[src/rtl/mem_arbiter_pkg.sv]
// Shared types for the I/D-cache main-memory arbiter.
// Holds state encodings, requester IDs and read-tag layout.
package mem_arbiter_pkg;

  typedef enum logic [1:0] {
    IDLE  = 2'd0,
    OWN_I = 2'd1,
    OWN_D = 2'd2
  } arb_state_e;

  localparam logic REQ_I = 1'b0;
  localparam logic REQ_D = 1'b1;

  localparam int READ_LAT_DEF = 2;

  typedef struct packed {
    logic valid;
    logic owner;
  } rd_tag_t;

  function automatic logic [15:0] sat_inc(
    input logic [15:0] v
  );
    return (v == 16'hFFFF) ? v : v + 16'd1;
  endfunction

endpackage

[src/rtl/mem_arbiter_read_tag_pipe.sv]
// Fixed-latency shift register of {valid, owner} read tags.
// The tail lines up with mem_data_out of the tagged read.
module read_tag_pipe
  import mem_arbiter_pkg::*;
#(
  parameter int DEPTH = READ_LAT_DEF
) (
  input  logic    clk,
  input  logic    rst,
  input  rd_tag_t push,
  output rd_tag_t tail
);

  rd_tag_t pipe [DEPTH];

  always_ff @(posedge clk or posedge rst) begin
    if (rst) begin
      for (int i = 0; i < DEPTH; i++)
        pipe[i] <= '0;
    end else begin
      pipe[0] <= push;
      for (int i = 1; i < DEPTH; i++)
        pipe[i] <= pipe[i-1];
    end
  end

  assign tail = pipe[DEPTH-1];

endmodule

[src/rtl/mem_arbiter.sv]
// I/D-cache arbiter for the shared main memory.
// Optional MEM_ARB_STATS_EN adds grant/contention counters.
module mem_arbiter
  import mem_arbiter_pkg::*;
#(
  parameter int ADDR_W      = 16,
  parameter int DATA_W      = 16,
  parameter int READ_LAT    = READ_LAT_DEF,
  parameter int DCACHE_PRIO = 0
) (
  input  logic              clk,
  input  logic              rst,
  input  logic              i_req,
  input  logic              d_req,
  input  logic              i_rd,
  input  logic              d_rd,
  input  logic              i_wr,
  input  logic              d_wr,
  input  logic [ADDR_W-1:0] i_addr,
  input  logic [ADDR_W-1:0] d_addr,
  input  logic [DATA_W-1:0] i_data_in,
  input  logic [DATA_W-1:0] d_data_in,
  output logic              i_gnt,
  output logic              d_gnt,
  output logic              i_stall,
  output logic              d_stall,
  output logic              i_rd_valid,
  output logic              d_rd_valid,
  output logic              i_err,
  output logic              d_err,
  output logic [DATA_W-1:0] rd_data,
  output logic              mem_rd,
  output logic              mem_wr,
  output logic [ADDR_W-1:0] mem_addr,
  output logic [DATA_W-1:0] mem_data_in,
  input  logic              mem_stall,
  input  logic              mem_err,
  input  logic [DATA_W-1:0] mem_data_out
`ifdef MEM_ARB_STATS_EN
  ,
  output logic [15:0]       i_grant_cnt,
  output logic [15:0]       d_grant_cnt,
  output logic [15:0]       contend_cnt
`endif
);

  arb_state_e state, state_nxt;
  logic       rr, rr_nxt;
  logic       i_own, d_own;
  logic       own_rd, own_wr;
  logic       illegal;
  rd_tag_t    push, tail;

  always_ff @(posedge clk or posedge rst) begin
    if (rst) begin
      state <= IDLE;
      rr    <= REQ_I;
    end else begin
      state <= state_nxt;
      rr    <= rr_nxt;
    end
  end

  // rr names the requester preferred on the next tie
  always_comb begin
    state_nxt = state;
    rr_nxt    = rr;
    unique case (state)
      IDLE: begin
        if (i_req && d_req) begin
          if (DCACHE_PRIO != 0 || rr == REQ_D) begin
            state_nxt = OWN_D;
            rr_nxt    = REQ_I;
          end else begin
            state_nxt = OWN_I;
            rr_nxt    = REQ_D;
          end
        end else if (i_req) begin
          state_nxt = OWN_I;
        end else if (d_req) begin
          state_nxt = OWN_D;
        end
      end
      OWN_I: begin
        if (!i_req) begin
          if (d_req) begin
            state_nxt = OWN_D;
            rr_nxt    = REQ_I;
          end else begin
            state_nxt = IDLE;
          end
        end
      end
      OWN_D: begin
        if (!d_req) begin
          if (i_req) begin
            state_nxt = OWN_I;
            rr_nxt    = REQ_D;
          end else begin
            state_nxt = IDLE;
          end
        end
      end
      default: state_nxt = IDLE;
    endcase
  end

  assign i_own = (state == OWN_I);
  assign d_own = (state == OWN_D);
  assign i_gnt = i_own;
  assign d_gnt = d_own;

  assign own_rd  = (i_own & i_rd) | (d_own & d_rd);
  assign own_wr  = (i_own & i_wr) | (d_own & d_wr);
  assign illegal = own_rd & own_wr;

  assign mem_rd = own_rd & ~own_wr;
  assign mem_wr = own_wr & ~own_rd;

  always_comb begin
    mem_addr    = '0;
    mem_data_in = '0;
    unique case (1'b1)
      i_own: begin
        mem_addr    = i_addr;
        mem_data_in = i_data_in;
      end
      d_own: begin
        mem_addr    = d_addr;
        mem_data_in = d_data_in;
      end
      default: ;
    endcase
  end

  // Waiting requesters stall; masked while reset holds outputs low
  assign i_stall = ~rst & (i_own ? mem_stall : i_req);
  assign d_stall = ~rst & (d_own ? mem_stall : d_req);

  assign i_err = i_own & (mem_err | illegal);
  assign d_err = d_own & (mem_err | illegal);

  assign push.valid = mem_rd & ~mem_stall;
  assign push.owner = d_own ? REQ_D : REQ_I;

  read_tag_pipe #(
    .DEPTH (READ_LAT)
  ) u_tag_pipe (
    .clk  (clk),
    .rst  (rst),
    .push (push),
    .tail (tail)
  );

  assign i_rd_valid = tail.valid & (tail.owner == REQ_I);
  assign d_rd_valid = tail.valid & (tail.owner == REQ_D);
  assign rd_data    = mem_data_out;

`ifdef MEM_ARB_STATS_EN
  logic contend;

  assign contend = (i_own & d_req) | (d_own & i_req);

  always_ff @(posedge clk or posedge rst) begin
    if (rst) begin
      i_grant_cnt <= '0;
      d_grant_cnt <= '0;
      contend_cnt <= '0;
    end else begin
      if (state_nxt == OWN_I && state != OWN_I)
        i_grant_cnt <= sat_inc(i_grant_cnt);
      if (state_nxt == OWN_D && state != OWN_D)
        d_grant_cnt <= sat_inc(d_grant_cnt);
      if (contend)
        contend_cnt <= sat_inc(contend_cnt);
    end
  end
`endif

endmodule

[config.mk]
export PLATFORM = sky130hd
export DESIGN_NAME = mem_arbiter
export DESIGN_NICKNAME = d
export VERILOG_FILES = /design/src/rtl/mem_arbiter_pkg.sv /design/src/rtl/mem_arbiter_read_tag_pipe.sv /design/src/rtl/mem_arbiter.sv
export SDC_FILE = /design/constraint.sdc
export NUM_CORES = 1
export LEC_CHECK = 0
export CAP_MARGIN = 10
export CORE_MARGIN = 1.5
export CORE_UTILIZATION = 25
export DETAILED_ROUTE_END_ITERATION = 7
export PLACE_DENSITY = 0.94
export SLEW_MARGIN = 20
export SYNTH_ARGS = -nofsm -noshare
export SYNTH_HDL_FRONTEND = slang
export SYNTH_SLANG_ARGS = --single-unit
[constraint.sdc]
create_clock -name clk -period 3.7 [get_ports clk]
set_input_delay 0.74 -clock clk [delete_from_list [all_inputs] [get_ports clk]]
set_output_delay 0.74 -clock clk [all_outputs]
set_load 0.05 [all_outputs]
==> results.md, run 1 <==
* Vias at 1,281
* Total congestion overflow at 0
* Die Y-Extent at 64.8 µm
* Antenna-violating nets left at 0
* Die boundary width at 64.8 µm
* Via count of the first global-routing pass at 1,165
* Floorplan Core Area at 0.00366 mm²
* Number of nets in the final layout at 306
* Clock-pin transition on the worst setup and hold timing paths at 0.04 ns
* Clock buffer count from CTS at 3
* Starting density of the core at 26.1%
* Synth async-reset ratio at 100%
* Area growth from synthesis to layout at 107%
* Worst Setup Start Kind: input pin
* Hold bufs inserted after CTS at 0
* Post-layout total power at 0.00148 W
* TritonCTS clock tree: built
* Combined area of all synthesized cells at 955 µm²
* TritonCTS sink count at 7
* Critical R2R Launch: state[0]
* Detailed Route WL at 3.53 mm
* Power density relative to cell area at 749 mW/mm²
* Number of synthesized flops with an enable pin at 0
* Worst Path Required at 2.96 ns
* Average instance area after synthesis at 8.23 µm²
* Port Buf Inserts at 115
* Post-CTS Setup Inserts at 0
* MaxCap Viol Count at 0
* Synth Flop Type: sky130_fd_sc_hd__dfrtp_1
* Leak Pwr at 0.870 nW
* Wire length of the first global-routing pass at 5.33 mm
* Category of the most critical setup path: input pin to output port
* HPWL Detailed at 2.84 mm
* I/O pins at 148
* DR iter-0 viols at 27
* Final GP Congestion at 0.728
* Startpoint of the lowest-slack hold path: u_tag_pipe.pipe[2]
* Clock network latency to the later pin of the worst-skew pair at 0.23 ns
* Worst clock skew at 0.00289 ns
* Pin count of the biggest net entering global routing at 33
* FMAX at 0.305 GHz
* H-tree depth at 1
* Routed wirelength normalized by instance count at 13.6 µm
* ANT cells at 0
* Seq/Total Area, Yosys at 18.3%
* Maximum fanout encountered on the critical timing path at 5
* Final hold viol count at 0
* Vias per inst at 4.95
* Setup Total Neg Slack at 0 ns
* Relative slew slack at 65.4%
* Crit. Startpoint: i_rd
* RSZ-0062 raised after global routing: no
* Number of slew-limit violations in the final report at 0
* Kind of capture point of the worst setup path: output port
* Library cells used by synthesis at 27
* Hold crit path type: flip-flop to flip-flop
* Row count at 22
* Total global-route track usage at 15.9%
* Post-Synthesis Net Count at 210
* Arrival time of the worst setup path at 2.53 ns
* Total Die Area at 0.00420 mm²
* Outcome: finished, final reports clean
* Instance count of the mapped netlist at 116
* Worst IR Drop VDD at 0.434 mV
* Clock root buffer: sky130_fd_sc_hd__clkbuf_8
* Total number of yosys warnings at 0
* Post-route fraction of the period consumed by the critical path at 88.5%
* Finish-stage setup viols at 0
* DRC at 0
* Worst slew pin tran at 0.518 ns
* Number of antenna violations at the first check in global routing at 0
* Clk buf depth at 2
* Post-CTS sizing at 0
* Fraction of final layout cells with drive strength greater than 1 at 18.5%
* Flip-flop and latch count after synthesis at 7
* TritonRoute pass-1 iters at 4
* Fin crit period at 3.27 ns
[metal layers]
metal	global-route usage, %	wire length [µm]	vias up
met5	0	0	-
met4	5.59	53	0
met3	5.56	409	8
met2	28.1	1780	76
met1	17.6	1290	587
li1	-	-	610
[per-stage QoR]
stage | std cells | setup slack (ns) | instance area (µm²) | hold WS [ns] | utilization (%)
final | 259 | 0.426 | 1980 | 0.343 | 54.0
after global routing | 259 | 0.315 | 1980 | 0.369 | 54.0
after CTS | 259 | 0.431 | 1980 | 0.343 | 54.0
after detailed placement | 255 | 0.447 | 1930 | 0.335 | 52.8
after global placement | 255 | 0.458 | 1930 | 0.333 | 52.8
after floorplan | 116 | 0.743 | 955 | 0.331 | -
[state kept, by name, indices dropped and copies added (netlist names)]
| register | flops |
|---|---|
| rr | 1 |
| u_tag_pipe.pipe | 2 |
| u_tag_pipe.tail | 2 |
| state | 2 |
[final cells by class]
| type | instances | area (µm²) |
|---|---|---|
| clock buffer | 4 | 45.0 |
| fill | 344 | 1680 |
| inverter | 3 | 11.3 |
| multi-input combinational | 80 | 601 |
| sequential | 7 | 175 |
| tap | 48 | 60.1 |
| timing repair buffer | 117 | 1090 |
[critical path, stage by stage]
cell and delay (ns):
sky130_fd_sc_hd__clkdlybuf4s50_1 0.55, sky130_fd_sc_hd__nand2_1 0.10, sky130_fd_sc_hd__nor2_1 0.11, sky130_fd_sc_hd__a31oi_1 0.06, sky130_fd_sc_hd__a21oi_1 0.16, sky130_fd_sc_hd__clkdlybuf4s50_1 0.82
[cells in the mapped netlist (2+ instances only)]
| cell type | n | area share, % |
|---|---|---|
| sky130_fd_sc_hd__a21oi_1 | 9 | 4.7 |
| sky130_fd_sc_hd__buf_2 | 8 | 4.2 |
| sky130_fd_sc_hd__a22o_1 | 32 | 29 |
| sky130_fd_sc_hd__nand2b_1 | 2 | 1.3 |
| sky130_fd_sc_hd__nand2_1 | 3 | 1.2 |
| sky130_fd_sc_hd__clkbuf_1 | 2 | 0.79 |
| sky130_fd_sc_hd__o22ai_1 | 2 | 1.3 |
| sky130_fd_sc_hd__o21a_1 | 2 | 1.6 |
| sky130_fd_sc_hd__nor2_1 | 7 | 2.8 |
| sky130_fd_sc_hd__inv_1 | 3 | 1.2 |
| sky130_fd_sc_hd__ha_1 | 4 | 5.2 |
| sky130_fd_sc_hd__buf_4 | 16 | 13 |
| sky130_fd_sc_hd__and2_1 | 3 | 2.0 |
| sky130_fd_sc_hd__dfrtp_1 | 7 | 18 |
| sky130_fd_sc_hd__nor2b_1 | 3 | 2.0 |
| sky130_fd_sc_hd__a31oi_1 | 2 | 1.3 |
[cell usage in the layout, fill, tap and decap left out]
master	count
sky130_fd_sc_hd__a21oi_1	9
sky130_fd_sc_hd__a211o_1	1
sky130_fd_sc_hd__o21a_1	2
sky130_fd_sc_hd__inv_1	3
sky130_fd_sc_hd__a21oi_2	1
sky130_fd_sc_hd__mux2i_1	1
sky130_fd_sc_hd__a22o_1	32
sky130_fd_sc_hd__nand2b_1	2
sky130_fd_sc_hd__nor2b_1	3
sky130_fd_sc_hd__o21ai_1	1
sky130_fd_sc_hd__dfrtp_1	7
sky130_fd_sc_hd__and2_1	3
sky130_fd_sc_hd__a21boi_0	1
sky130_fd_sc_hd__ha_1	4
sky130_fd_sc_hd__clkbuf_8	3
sky130_fd_sc_hd__o21bai_1	1
sky130_fd_sc_hd__mux2_1	1
sky130_fd_sc_hd__or3b_1	1
sky130_fd_sc_hd__a31oi_1	2
sky130_fd_sc_hd__a221oi_2	1
sky130_fd_sc_hd__a211oi_1	1
sky130_fd_sc_hd__nor3b_1	1
sky130_fd_sc_hd__clkbuf_1	1
sky130_fd_sc_hd__clkdlybuf4s50_1	83
sky130_fd_sc_hd__nand2_1	3
sky130_fd_sc_hd__o22ai_1	2
sky130_fd_sc_hd__nor2_1	7
sky130_fd_sc_hd__buf_4	34
[logic make-up (layout without fill, tap and decap cells)]
kind of cell / count (synthesis) / in the layout / share of synthesized area (%)
AO/OA/AOI/OAI: 54 / 54 / 44.6
buffers and inverters: 29 / 124 / 18.7
AND/OR/NAND/NOR: 20 / 20 / 10.9
flip-flops: 7 / 7 / 18.3
adder cells (fa/ha/maj): 4 / 4 / 5.24
multiplexers: 2 / 2 / 2.23
[where the power goes]
group,internal (W),switching (W),total (W),leakage (nW)
sequential,0.000106,0.0000153,0.000121,0.0910
combinational,0.000444,0.000808,0.00125,0.756
clock,0.0000746,0.0000343,0.000109,0.0228
[path summary, 6_finish.rpt]
path                                 endpoint  slack [ns]  cells after the start
setup / recovery                       mem_rd        0.43                      6
hold / removal             u_tag_pipe.tail[0]        0.34                      0
setup reg to reg                           rr        1.89                      6
hold reg to reg            u_tag_pipe.tail[0]        0.34                      0
max in group asynchronous  u_tag_pipe.tail[0]        2.68                      2
min in group asynchronous                  rr        0.82                      2
Note: power is estimated with default switching activity, not from simulation.
==> inputs of run 2 (changes only) <==
Settings changed: PLACE_DENSITY 0.94 to 0.92, SYNTH_HIERARCHICAL set to 1.
==> run 2 against run 1 <==
Compared with the run above:
- routed wire length increased by 16%
- combinational power increased by 27%
- worst setup slack improved by 0.016 ns
- clock skew increased by 0.00068 ns
- utilization increased by 9.7 points
- non-clock buffer count unchanged
- flip-flop and latch count unchanged
- synthesized cell count increased by 2.6%
- register-to-register slack got worse by 0.09 ns
- via count decreased by 1.1%
- count of clock-buffer cells in the layout unchanged
- worst hold slack improved by 0.00062 ns
==> results.md, run 2 <==
* Outcome: finished, final reports clean
* Filler cells at 316
* Critical R2R Launch: state[1]
* Worst clock skew at 0.00357 ns
* Fraction of final layout cells with drive strength greater than 1 at 18.5%
* Routed wirelength normalized by instance count at 15.8 µm
* Slack of the critical path at 0.443 ns
* Number of synthesized flops with an enable pin at 0
* Final core area utilization at 63.7%
* Clock-pin transition on the worst setup and hold timing paths at 0.04 ns
* Top cell type by total area after synthesis: sky130_fd_sc_hd__a22o_1
* ANT cells at 0
* Post-Place Cells at 255
* List of most frequent post-synthesis cells: sky130_fd_sc_hd__a22o_1, sky130_fd_sc_hd__buf_4, sky130_fd_sc_hd__buf_2, sky130_fd_sc_hd__dfrtp_1, sky130_fd_sc_hd__nor2_1
* Worst Setup Start Kind: input pin
* Number of nets in the final layout at 306
* Synth async-reset ratio at 100%
* Instance count of the mapped netlist at 119
* Most frequent cells in the layout: sky130_fd_sc_hd__clkdlybuf4s50_1, sky130_fd_sc_hd__a22o_1, sky130_fd_sc_hd__buf_12
* Fin crit period at 3.26 ns
* Post-CTS Setup Inserts at 0
* Crit. Startpoint: d_rd
* Total congestion overflow at 0
* RSZ-0062 raised after global routing: no
* Number of antenna violations at the first check in global routing at 0
* MaxCap Viol Count at 0
* Finish-stage setup viols at 0
* Hold bufs inserted after CTS at 0
* DR iter-0 viols at 62
* FMAX at 0.307 GHz
* Hold crit path type: flip-flop to flip-flop
* Relative slew slack at 65.0%
* Library cells used by synthesis at 29
* Non-filler instance count after layout at 259
* Seq/Total Area, Yosys at 17.7%
* Detailed Route WL at 4.10 mm
* Via count of the first global-routing pass at 1,224
* Flip-flop and latch count after synthesis at 7
* Number of slew-limit violations in the final report at 0
* HPWL Detailed at 3.40 mm
* Clk buf depth at 2
* Pre-CTS WS at 0.465 ns
* Largest cells by area after synthesis: sky130_fd_sc_hd__a22o_1, sky130_fd_sc_hd__dfrtp_1, sky130_fd_sc_hd__buf_4
* Synth Flop Type: sky130_fd_sc_hd__dfrtp_1
* Category of the most critical setup path: input pin to output port
* TritonCTS sink count at 7
* TritonCTS clock tree: built
* Row count at 22
* Total global-route track usage at 17.3%
* Worst IR Drop VDD at 0.327 mV
* Startpoint of the lowest-slack hold path: u_tag_pipe/pipe[2]
* Maximum fanout encountered on the critical timing path at 4
* Area share of the largest cell type after synthesis at 28.3%
* Antenna-violating nets left at 0
* Port Buf Inserts at 115
* H-tree depth at 1
* Leading cell type in the layout, fill and taps excluded: sky130_fd_sc_hd__clkdlybuf4s50_1
* Setup Total Neg Slack at 0 ns
* Vias per inst at 4.89
* I/O pins at 148
* Average instance area after synthesis at 8.33 µm²
* Post-route fraction of the period consumed by the critical path at 88.0%
* Cell with the most instances after synthesis: sky130_fd_sc_hd__a22o_1
* Final GP Congestion at 0.769
* Power density relative to cell area at 762 mW/mm²
* Post-Synthesis Net Count at 213
* Clock network latency to the later pin of the worst-skew pair at 0.23 ns
* Final hold viol count at 0
* Total Die Area at 0.00435 mm²
* Combined area of all synthesized cells at 991 µm²
* Die Y-Extent at 66.0 µm
* DRC at 0
* Post-CTS sizing at 0
* Clock root buffer: sky130_fd_sc_hd__clkbuf_8
* Die boundary width at 66.0 µm
* Clock buffer count from CTS at 3
* Wire length of the first global-routing pass at 5.95 mm
* Pin count of the biggest net entering global routing at 33
* Arrival time of the worst setup path at 2.52 ns
* Total number of yosys warnings at 6
* Leak Pwr at 0.966 nW
* TritonRoute pass-1 iters at 4
* Area growth from synthesis to layout at 141%
* Worst slew pin tran at 0.525 ns
* Vias at 1,267
* Floorplan Core Area at 0.00374 mm²
* Kind of capture point of the worst setup path: output port
* Worst Path Required at 2.96 ns
* Starting density of the core at 26.5%
[run 2: changes by cell type after synthesis, sizes merged]
cell	change
nand2b	-1
nor2b	-2
o32ai	+1
or3b	-1
mux2i	+1
nor4b	+2
inv	+2
a21boi	+1
a21oi	-4
buf	+3
nand2	+1
[run 2: worst paths after layout]
path                                 endpoint  slack [ns]  cells past startpoint
max in group asynchronous  u_tag_pipe/tail[1]        2.78                      2
hold / removal             u_tag_pipe/tail[0]        0.34                      0
setup / recovery                       mem_rd        0.44                      6
setup reg to reg                           rr        1.80                      6
hold reg to reg            u_tag_pipe/tail[0]        0.34                      0
min in group asynchronous                  rr        0.76                      2
[run 2: layout make-up]
type / instances / area (µm²) / share of cell area [%]
inverter: 5 / 18.8 / 0.787
sequential: 7 / 175 / 7.34
timing repair buffer: 117 / 1490 / 62.3
multi-input combinational: 78 / 601 / 25.2
clock buffer: 4 / 45.0 / 1.89
tap: 48 / 60.1 / 2.52
[run 2: power breakdown]
part           total [W]  internal [W]  switching [W]  leakage, nW
Clock           0.000106     0.0000744      0.0000312       0.0228
Sequential      0.000124      0.000106      0.0000177       0.0910
Combinational    0.00159      0.000720       0.000868        0.852
Total            0.00182      0.000900       0.000917        0.966
[run 2: per-layer routing]
layer / vias up / wire length (µm) / track usage, % / share of wire, %
met5: - / 0 / 0 / 0
met4: 0 / 17 / 4.59 / 0.41
met3: 2 / 338 / 3.75 / 8.2
met2: 52 / 2360 / 33.8 / 57
met1: 601 / 1390 / 18.6 / 34
li1: 612 / - / - / -
[run 2: kinds of logic after synthesis]
family / after synthesis / share of synthesized area, %
AO/OA/AOI/OAI: 52 / 42.5
multiplexers: 3 / 3.16
adder cells (fa/ha/maj): 4 / 5.05
AND/OR/NAND/NOR: 19 / 9.85
flip-flops: 7 / 17.7
buffers and inverters: 34 / 21.7
[run 2: stage by stage]
stage	hold slack [ns]	cell area (µm²)	total power (W)
finish	0.344	2390	0.00182
global route	0.348	2390	0.00189
CTS	0.346	2390	0.00183
detailed placement	0.338	2340	0.00171
global placement	0.333	2340	0.00169
floorplan	0.331	991	0.00106
[run 2: worst max-delay path: stages]
cell and delay, ns:
sky130_fd_sc_hd__clkdlybuf4s50_1 0.53, sky130_fd_sc_hd__nand2_1 0.09, sky130_fd_sc_hd__nor2_1 0.11, sky130_fd_sc_hd__a31oi_1 0.06, sky130_fd_sc_hd__a21oi_1 0.17, sky130_fd_sc_hd__clkdlybuf4s50_1 0.82
==> inputs of run 3 (changes only) <==
Settings changed: CAP_MARGIN 10 to 40, RECOVER_POWER set to 100, SLEW_MARGIN 20 to 5.
==> run 3 against run 2 <==
Compared with the run above:
- clock skew hardly changed
- sequential share of layout area increased by 1.0 points
- critical path depth unchanged
- worst setup slack worse by 0.12 ns
- sequential power about the same
- global-route usage stayed put
- highest routed layer unchanged
- register-to-register slack got worse by 0.03 ns
- fmax decreased by 3.7%
==> results.md, run 3 (synthesized netlist as in run 2, its figures left out) <==
* Outcome: finished, final reports clean
* Die boundary width at 66.0 µm
* Starting density of the core at 26.5%
* Vias per inst at 4.82
* Final GP Congestion at 0.769
* Detailed Route WL at 4.19 mm
* Clock network latency to the later pin of the worst-skew pair at 0.23 ns
* HPWL Detailed at 3.40 mm
* Worst Setup Start Kind: flip-flop
* RSZ-0062 raised after global routing: no
* Cell family with most CP delay: buffers and inverters
* Number of nets in the final layout at 306
* Area growth from synthesis to layout at 111%
* Kind of capture point of the worst setup path: output port
* Hold bufs inserted after CTS at 0
* FMAX at 0.296 GHz
* Total congestion overflow at 0
* Most frequent cells in the layout: sky130_fd_sc_hd__clkdlybuf4s50_1, sky130_fd_sc_hd__a22o_1, sky130_fd_sc_hd__dlymetal6s2s_1
* Finish-stage setup viols at 0
* Clk buf depth at 2
* Final hold viol count at 0
* H-tree depth at 1
* Via count of the first global-routing pass at 1,224
* Register-to-Register Setup Slack at 1.77 ns
* Number of antenna violations at the first check in global routing at 0
* TritonRoute pass-1 iters at 4
* Total global-route track usage at 17.3%
* Filler cells at 356
* Routed wirelength normalized by instance count at 16.2 µm
* Vias at 1,249
* Relative slew slack at 59.0%
* Worst stage delay on the critical path at 0.50 ns
* Number of slew-limit violations in the final report at 0
* Antenna-violating nets left at 0
* Flip-flop and latch area at 175 µm²
* Cell type of the slowest stage on the worst timing path: sky130_fd_sc_hd__clkbuf_2
* Arrival time of the worst setup path at 2.64 ns
* Power density relative to cell area at 712 mW/mm²
* Clock-pin transition on the worst setup and hold timing paths at 0.04 ns
* Cells along the critical path: inv_1 -> ha_1 -> and2_0 -> clkbuf_2 -> a22o_1 -> clkbuf_1
* TritonCTS sink count at 7
* Post-CTS Setup Inserts at 0
* Floorplan Core Area at 0.00374 mm²
* Buffer and inverter count on the worst path at 3
* TritonCTS clock tree: built
* Post-route fraction of the period consumed by the critical path at 91.4%
* MaxCap Viol Count at 0
* Row count at 22
* Setup Total Neg Slack at 0 ns
* Total Die Area at 0.00435 mm²
* Port Buf Inserts at 115
* DRC at 0
* Maximum fanout encountered on the critical timing path at 32
* Leading cell type in the layout, fill and taps excluded: sky130_fd_sc_hd__clkdlybuf4s50_1
* Fraction of final layout cells with drive strength greater than 1 at 4.74%
* Pin count of the biggest net entering global routing at 33
* Wire length of the first global-routing pass at 5.95 mm
* Clock buffer count from CTS at 3
* ANT cells at 0
* Worst clock skew at 0.00357 ns
* Die Y-Extent at 66.0 µm
* Final core area utilization at 55.9%
* Worst slew pin tran at 0.615 ns
* Category of the most critical setup path: flip-flop to output port
* Hold crit path type: flip-flop to flip-flop
* Fin crit period at 3.38 ns
* Area used by multi-input combinational logic at 591 µm²
* DR iter-0 viols at 50
* Leak Pwr at 1.15 nW
* Worst Path Required at 2.96 ns
* Clock root buffer: sky130_fd_sc_hd__clkbuf_8
* Post-CTS sizing at 0
* I/O pins at 148
* Worst IR Drop VDD at 0.279 mV
## run 3: cell types whose count changed in the layout (fill, tap and decap cells not counted), sizes merged
| cell | delta |
|---|---|
| buf | -28 |
| dlymetal6s2s | +18 |
| clkdlybuf4s50 | -12 |
| dlygate4sd3 | +12 |
| clkbuf | +10 |
## run 3: path summary, 6_finish.rpt
kind | startpoint | to | cells after the start
hold reg to reg | u_tag_pipe/pipe[2] | u_tag_pipe/tail[0] | 0
hold / removal | u_tag_pipe/pipe[2] | u_tag_pipe/tail[0] | 0
min in group asynchronous | rst | rr | 2
setup / recovery | state[1] | mem_addr[13] | 6
setup reg to reg | state[1] | rr | 6
max in group asynchronous | rst | u_tag_pipe/tail[1] | 2
## run 3: metal layers
| metal | up-vias | global-route usage, % | wire length (µm) |
|---|---|---|---|
| met5 | - | 0 | 0 |
| met4 | 0 | 4.59 | 17 |
| met3 | 2 | 3.75 | 368 |
| met2 | 53 | 33.8 | 2350 |
| met1 | 584 | 18.6 | 1450 |
| li1 | 610 | - | - |
## run 3: per-stage QoR
step           worst slack, ns  cells  hold slack [ns]  total power [W]  instance area (µm²)
4_1_cts                  0.457    259            0.346          0.00183                 2390
2_1_floorplan            0.813    119            0.331          0.00106                  991
6_report                 0.319    259            0.344          0.00149                 2090
3_3_place_gp             0.501    255            0.333          0.00169                 2340
5_1_grt                  0.128    259            0.348          0.00156                 2090
3_5_place_dp             0.465    255            0.338          0.00171                 2340
## run 3: report_power, final
group / switching, W / internal [W]
Combinational: 0.000808 / 0.000451
Clock: 0.0000312 / 0.0000744
Sequential: 0.0000176 / 0.000106
## run 3: final cells by class
class                   count  share of cell area [%]
flip-flops and latches      7                    8.37
inverters                   5                   0.897
well taps                  48                    2.87
multi-input cells          78                    28.2
repair buffers            117                    57.5
clock buffers               4                    2.15
